## src/rtl/mod_add_arbiter.sv

```systemverilog
// mod_add_arbiter: round-robin share of one modular adder
// between NUM_REQ requesters, with a watchdog timeout.
module mod_add_arbiter #(
   parameter int NUM_REQ = 4,
   parameter int WIDTH   = 64,
   parameter int TIMEOUT = 16
) (
   input  logic                     clk_i,
   input  logic                     rst_ni,
   input  logic [NUM_REQ-1:0]       req_valid_i,
   output logic [NUM_REQ-1:0]       req_ready_o,
   input  logic [NUM_REQ*WIDTH-1:0] req_a_i,
   input  logic [NUM_REQ*WIDTH-1:0] req_b_i,
   input  logic [NUM_REQ*WIDTH-1:0] req_p_i,
   output logic [NUM_REQ-1:0]       resp_valid_o,
   input  logic [NUM_REQ-1:0]       resp_ready_i,
   output logic [WIDTH-1:0]         resp_result_o,
   output logic                     resp_err_o,
   output logic                     add_start_o,
   output logic [WIDTH-1:0]         add_a_o,
   output logic [WIDTH-1:0]         add_b_o,
   output logic [WIDTH-1:0]         add_p_o,
   input  logic                     add_finish_i,
   input  logic [WIDTH-1:0]         add_result_i,
   output logic                     busy_o
);

   localparam int IDX_W = (NUM_REQ > 1) ? $clog2(NUM_REQ) : 1;
   localparam int CNT_W = (TIMEOUT > 1) ? $clog2(TIMEOUT) : 1;

   typedef enum logic [1:0] {
      IDLE,
      ISSUE,
      WAIT,
      RESP
   } state_e;

   state_e           state_q;
   state_e           state_d;
   logic [IDX_W-1:0] rr_q;
   logic [IDX_W-1:0] gnt_q;
   logic [IDX_W-1:0] gnt_idx;
   logic [IDX_W-1:0] idx;
   logic             gnt_vld;
   logic [WIDTH-1:0] a_q;
   logic [WIDTH-1:0] b_q;
   logic [WIDTH-1:0] p_q;
   logic [WIDTH-1:0] res_q;
   logic [WIDTH-1:0] a_sel;
   logic [WIDTH-1:0] b_sel;
   logic [WIDTH-1:0] p_sel;
   logic             err_q;
   logic [CNT_W-1:0] cnt_q;
   logic             req_hs;
   logic             resp_hs;
   logic             tmo;

   assign req_hs  = (state_q == IDLE) && gnt_vld;
   assign resp_hs = (state_q == RESP) && resp_ready_i[gnt_q];
   assign tmo     = (cnt_q == CNT_W'(TIMEOUT - 1));
   assign add_a_o = a_q;
   assign add_b_o = b_q;
   assign add_p_o = p_q;

   // Search for a valid requester starting just after the last one served.
   always_comb begin
      gnt_idx = '0;
      gnt_vld = 1'b0;
      idx     = '0;
      for (int i = 1; i <= NUM_REQ; i++) begin
         idx = IDX_W'((int'(rr_q) + i) % NUM_REQ);
         if (!gnt_vld && req_valid_i[idx]) begin
            gnt_vld = 1'b1;
            gnt_idx = idx;
         end
      end
   end

   // Operand slices of the requester that would be granted.
   always_comb begin
      a_sel = '0;
      b_sel = '0;
      p_sel = '0;
      for (int k = 0; k < NUM_REQ; k++) begin
         if (gnt_idx == IDX_W'(k)) begin
            a_sel = req_a_i[k*WIDTH +: WIDTH];
            b_sel = req_b_i[k*WIDTH +: WIDTH];
            p_sel = req_p_i[k*WIDTH +: WIDTH];
         end
      end
   end

   // One-hot accept, only while idle and out of reset.
   always_comb begin
      req_ready_o = '0;
      if (rst_ni && req_hs) begin
         req_ready_o[gnt_idx] = 1'b1;
      end
   end

   // State register.
   always_ff @(posedge clk_i or negedge rst_ni) begin
      if (!rst_ni) begin
         state_q <= IDLE;
      end else begin
         state_q <= state_d;
      end
   end

   // Next state and handshake outputs.
   always_comb begin
      state_d       = state_q;
      add_start_o   = 1'b0;
      resp_valid_o  = '0;
      resp_result_o = '0;
      resp_err_o    = 1'b0;
      busy_o        = (state_q != IDLE);
      unique case (state_q)
         IDLE: begin
            if (req_hs) state_d = ISSUE;
         end
         ISSUE: begin
            add_start_o = 1'b1;
            state_d     = WAIT;
         end
         WAIT: begin
            if (add_finish_i || tmo) state_d = RESP;
         end
         RESP: begin
            resp_valid_o[gnt_q] = 1'b1;
            resp_result_o       = res_q;
            resp_err_o          = err_q;
            if (resp_hs) state_d = IDLE;
         end
         default: state_d = IDLE;
      endcase
   end

   // Operand/grant latch, watchdog, result capture, rr pointer.
   always_ff @(posedge clk_i or negedge rst_ni) begin
      if (!rst_ni) begin
         a_q   <= '0;
         b_q   <= '0;
         p_q   <= '0;
         gnt_q <= '0;
         res_q <= '0;
         err_q <= 1'b0;
         cnt_q <= '0;
         rr_q  <= IDX_W'(NUM_REQ - 1);
      end else begin
         if (req_hs) begin
            a_q   <= a_sel;
            b_q   <= b_sel;
            p_q   <= p_sel;
            gnt_q <= gnt_idx;
         end
         if (state_q == ISSUE) begin
            cnt_q <= '0;
         end else if (state_q == WAIT && !add_finish_i && !tmo) begin
            cnt_q <= cnt_q + CNT_W'(1);
         end
         if (state_q == WAIT) begin
            if (add_finish_i) begin
               res_q <= add_result_i;
               err_q <= 1'b0;
            end else if (tmo) begin
               res_q <= '0;
               err_q <= 1'b1;
            end
         end
         if (resp_hs) begin
            rr_q <= gnt_q;
         end
      end
   end

endmodule

```

## config.mk

```make
export PLATFORM = sky130hd
export DESIGN_NAME = mod_add_arbiter
export DESIGN_NICKNAME = d
export VERILOG_FILES = /design/src/rtl/mod_add_arbiter.sv
export SDC_FILE = /design/constraint.sdc
export NUM_CORES = 1
export LEC_CHECK = 0
export CORE_AREA = 3 3 435 437
export DETAILED_ROUTE_END_ITERATION = 10
export DIE_AREA = 0 0 438 440
export HOLD_SLACK_MARGIN = 0.03
export PLACE_DENSITY = 0.4
export SLEW_MARGIN = 25
export SYNTH_ARGS = -nofsm -noshare
export SYNTH_HDL_FRONTEND = slang
export SYNTH_SLANG_ARGS = --single-unit
```

## constraint.sdc

```tcl
create_clock -name clk_i -period 3.1 [get_ports clk_i]
set_input_delay 0.93 -clock clk_i [delete_from_list [all_inputs] [get_ports clk_i]]
set_output_delay 0.93 -clock clk_i [all_outputs]
set_load 0.1 [all_outputs]
```

==> summary.txt <==
Status
  – Status: finished with violations
  – Violated checks: negative setup slack

Drt
  – Total Routed Length: 132700 um
  – Vias: 19330
  – Vias per inst: 3.534
  – Iteration count of the initial detailed-routing pass: 5
  – Drt drc: 0
  – WL/cell: 24.27 um
  – DRT iter0 DRCs: 1141
  – Antenna Nets Post-Route: 0

Finish
  – Cell area after layout: 35550 um2
  – Final std cells w/o fill: 5469
  – Layout area overhead: 91.66%
  – # fillers: 20616
  – Layout cell share with drive strength beyond 1: 30.01%
  – Nets: 3796

STA
  – Max_slew headroom: 46.24%
  – Fin. max-slew vios: 0
  – Slew @ Worst Pin: 806.4 ps
  – Max Clk Rate: 320.7 MHz
  – Worst setup margin: -18.56 ps
  – Final period utilization: 100.6%
  – Final hold viol count: 0
  – Final setup viols: 3
  – RSZ-0062 raised after global routing: true
  – Clk_skew: 22.12 ps
  – Minimum clock period: 3119 ps

Power and ir drop
  – Max rail drop VDD: 0.5337 mV
  – Leakage: 14.63 nW
  – PD cells: 1137 nW/um2

Flow run
  – Number of max-cap violations: 0

Logic synthesis
  – Synth Area in Simple Gates: 17.42%
  – Avg Inst Size Synth: 10.27 um2
  – Cells after Synth: 1807
  – Warnings, synthesis: 0
  – Post-Synth Adder-Cell Area: 0.3372%
  – Synth Register Bits: 267
  – Xor/xnor share of the synthesized area: 0.1416%
  – Register area share after synthesis: 36.03%
  – Mapped Nets: 2655
  – Combinational family with the most area after synthesis: multiplexers
  – Mapped Area: 18550 um2
  – Library cells used by synthesis: 39
  – Mux cell area share after synthesis: 25.40%
  – Compound-Gate Fraction of Synth Area: 15.16%

Clock network
  – Number of H-tree levels: 2
  – TritonCTS Buffers: 41
  – Worst-Skew Late Latency: 610 ps
  – CTS Buffer Depth: 3
  – Num Clock Sinks: 267
  – Cts-stage hold buffer count: 0
  – Clock slew seen by the registers of the worst setup and hold paths: 50 ps
  – Root Driver: clkbuf_16
  – CTS tree: yes

Setup path
  – CP Capture Type: primary output
  – Worst Reg2Reg Path Length in Cells: 9
  – Worst r2r src: rr_q[0]
  – CP Max Fanout: 4
  – Reg-to-reg setup timing slack: 350 ps
  – Crit start category: primary input
  – Setup CP Type: primary input to primary output
  – RR Endpoint: add_b_o[7]
  – Req. time, crit path: 2170 ps
  – Crit path DAT: 2190 ps

Placement
  – Placed Area: 33980 um2
  – IO buf count: 1109
  – DP Cell Count: 5377
  – Dpl hpwl: 110000 um
  – GP Congestion: 0.8892

Die
  – Core ar.: 185400 um2
  – Row cnt: 158
  – Die footprint: 192700 um2
  – Io pins: 1110
  – Starting Density: 10.00%
  – Die width: 438 um
  – Die span in y: 440 um

Global routing
  – Initial antenna violation count: 41
  – Vias in the first global route: 19813
  – GRT overflow: 0
  – GRT Total Usage: 13.06%
  – First-pass GRT wire length: 175000 um
  – Largest net degree at the start of global routing: 106

Min path
  – Worst Hold Class: primary input to asynchronous set/reset pin
[report_power, final]
group / total (mW) / switching (mW) / internal (mW)
combinational: 28.8 / 19.9 / 8.97
clock: 5.16 / 2.08 / 3.09
sequential: 6.45 / 1.22 / 5.23
total: 40.4 / 23.1 / 17.3
[layout make-up]
type                    count  area (um2)  area share (%)
repair buffers           1291       13260           37.29
multi-input cells        1342       11010           30.97
flip-flops and latches    267        6685           18.80
well taps                2480        3103           8.727
clock buffers              63        1269           3.568
clock inverters            11       180.2          0.5068
diodes                     10       25.02         0.07038
inverters                   5       22.52         0.06334
[placed cells by master (no fill, tap or decap), drive strengths merged, types with 2 or more instances in the layout]
master and instances:
xor2 2, dfrtp 265, o211ai 192, clkdlybuf4s50 837, mux2i 194, mux2 195
ha 5, o21ai 6, and3 2, nand2 199, a21oi 2, inv 7
buf 451, dfstp 2, bufinv 3, a22o 64, nor3 5, nor2 9
nand2b 4, clkbuf 65, and2 66, clkinvlp 3, diode 10, clkinv 3
nand3 385
[critical path, cell delays in order]
cell             delay [ps]
clkdlybuf4s15_1         270
o21ai_2                 210
o221ai_1                140
buf_4                   190
nor3_4                  240
buf_12                  210
[per-stage QoR]
| step | utilization (%) | setup WS [ps] | setup TNS [ps] | power, mW | hold slack [ps] |
|---|---|---|---|---|---|
| after detailed placement | 18.33 | -606.0 | -84380 | 35.54 | 472.9 |
| after global placement | 18.33 | -607.1 | -79920 | 35.45 | 471.4 |
| after global routing | 19.16 | -123.2 | -311.3 | 42.31 | 329.9 |
| after floorplan | - | -467.4 | -1807 | 25.49 | 465.2 |
| final | 19.17 | -18.56 | -21.91 | 40.43 | 357.2 |
| after CTS | 19.13 | -91.11 | -252.3 | 41.00 | 312.0 |
[cells by family (layout without fill, tap and decap cells)]
group / count (synthesis) / count (layout)
simple gates: 676 / 676
mux: 390 / 390
compound gates: 268 / 268
flops: 267 / 267
buf+inv: 198 / 1370
fa+ha+maj: 5 / 5
xor+xnor: 3 / 3
other cells: 0 / 10
[layer usage]
metal,routed length [um],vias to the layer above,GRT usage (%)
met5,161,-,0
met4,2529,22,2.427
met3,11070,128,3.935
met2,65200,728,22.50
met1,53770,9505,16.08
li1,-,8947,-
[state kept, by name, summed over array words and instances (netlist names)]
signal / cells
add_a_o: 64
add_b_o: 64
add_p_o: 64
res_q: 64
cnt_q: 4
gnt_q: 2
rr_q: 2
state_q: 2
err_q: 1
[worst max path at each step]
stage	start	end	slack [ps]	cells past startpoint
global route	rr_q[0]	req_ready_o[2]	-120	5
floorplan	state_q[0]	req_ready_o[1]	-470	8
finish	req_valid_i[0]	req_ready_o[2]	-20	6
global placement	req_valid_i[1]	add_b_o[20]	-610	9
detailed placement	req_valid_i[1]	add_b_o[20]	-610	9
CTS	rr_q[0]	req_ready_o[0]	-90	5
[synth_stat cells (all sizes together)]
cell type | n | share of area, %
nand3 | 385 | 10
dfrtp | 265 | 36
nand2 | 199 | 4.0
mux2 | 195 | 15
mux2i | 194 | 10
o211ai | 192 | 12
buf | 121 | 4.0
clkbuf | 72 | 1.5
and2 | 66 | 2.2
a22o | 64 | 3.0
nor2 | 9 | 0.20
o21ai | 6 | 0.16
ha | 5 | 0.34
inv | 5 | 0.10
nor3 | 5 | 0.13
nand2b | 4 | 0.13
a21oi | 2 | 0.054
and3 | 2 | 0.067
dfstp | 2 | 0.28
xor2 | 2 | 0.094
a21o | 1 | 0.040
a31oi | 1 | 0.034
and2b | 1 | 0.040
mux4 | 1 | 0.12
nand4 | 1 | 0.034
nor2b | 1 | 0.034
nor3b | 1 | 0.040
nor4 | 1 | 0.067
o221a | 1 | 0.061
o221ai | 1 | 0.047
or2 | 1 | 0.034
xnor2 | 1 | 0.047
[what timing repair did]
item,in CTS,in global routing
gates resized for setup,19,9
pin swaps,8,4
setup endpoints to repair,5,7
cloned,0,0
setup buffers,3,5
(Power assumes the default switching activity.)
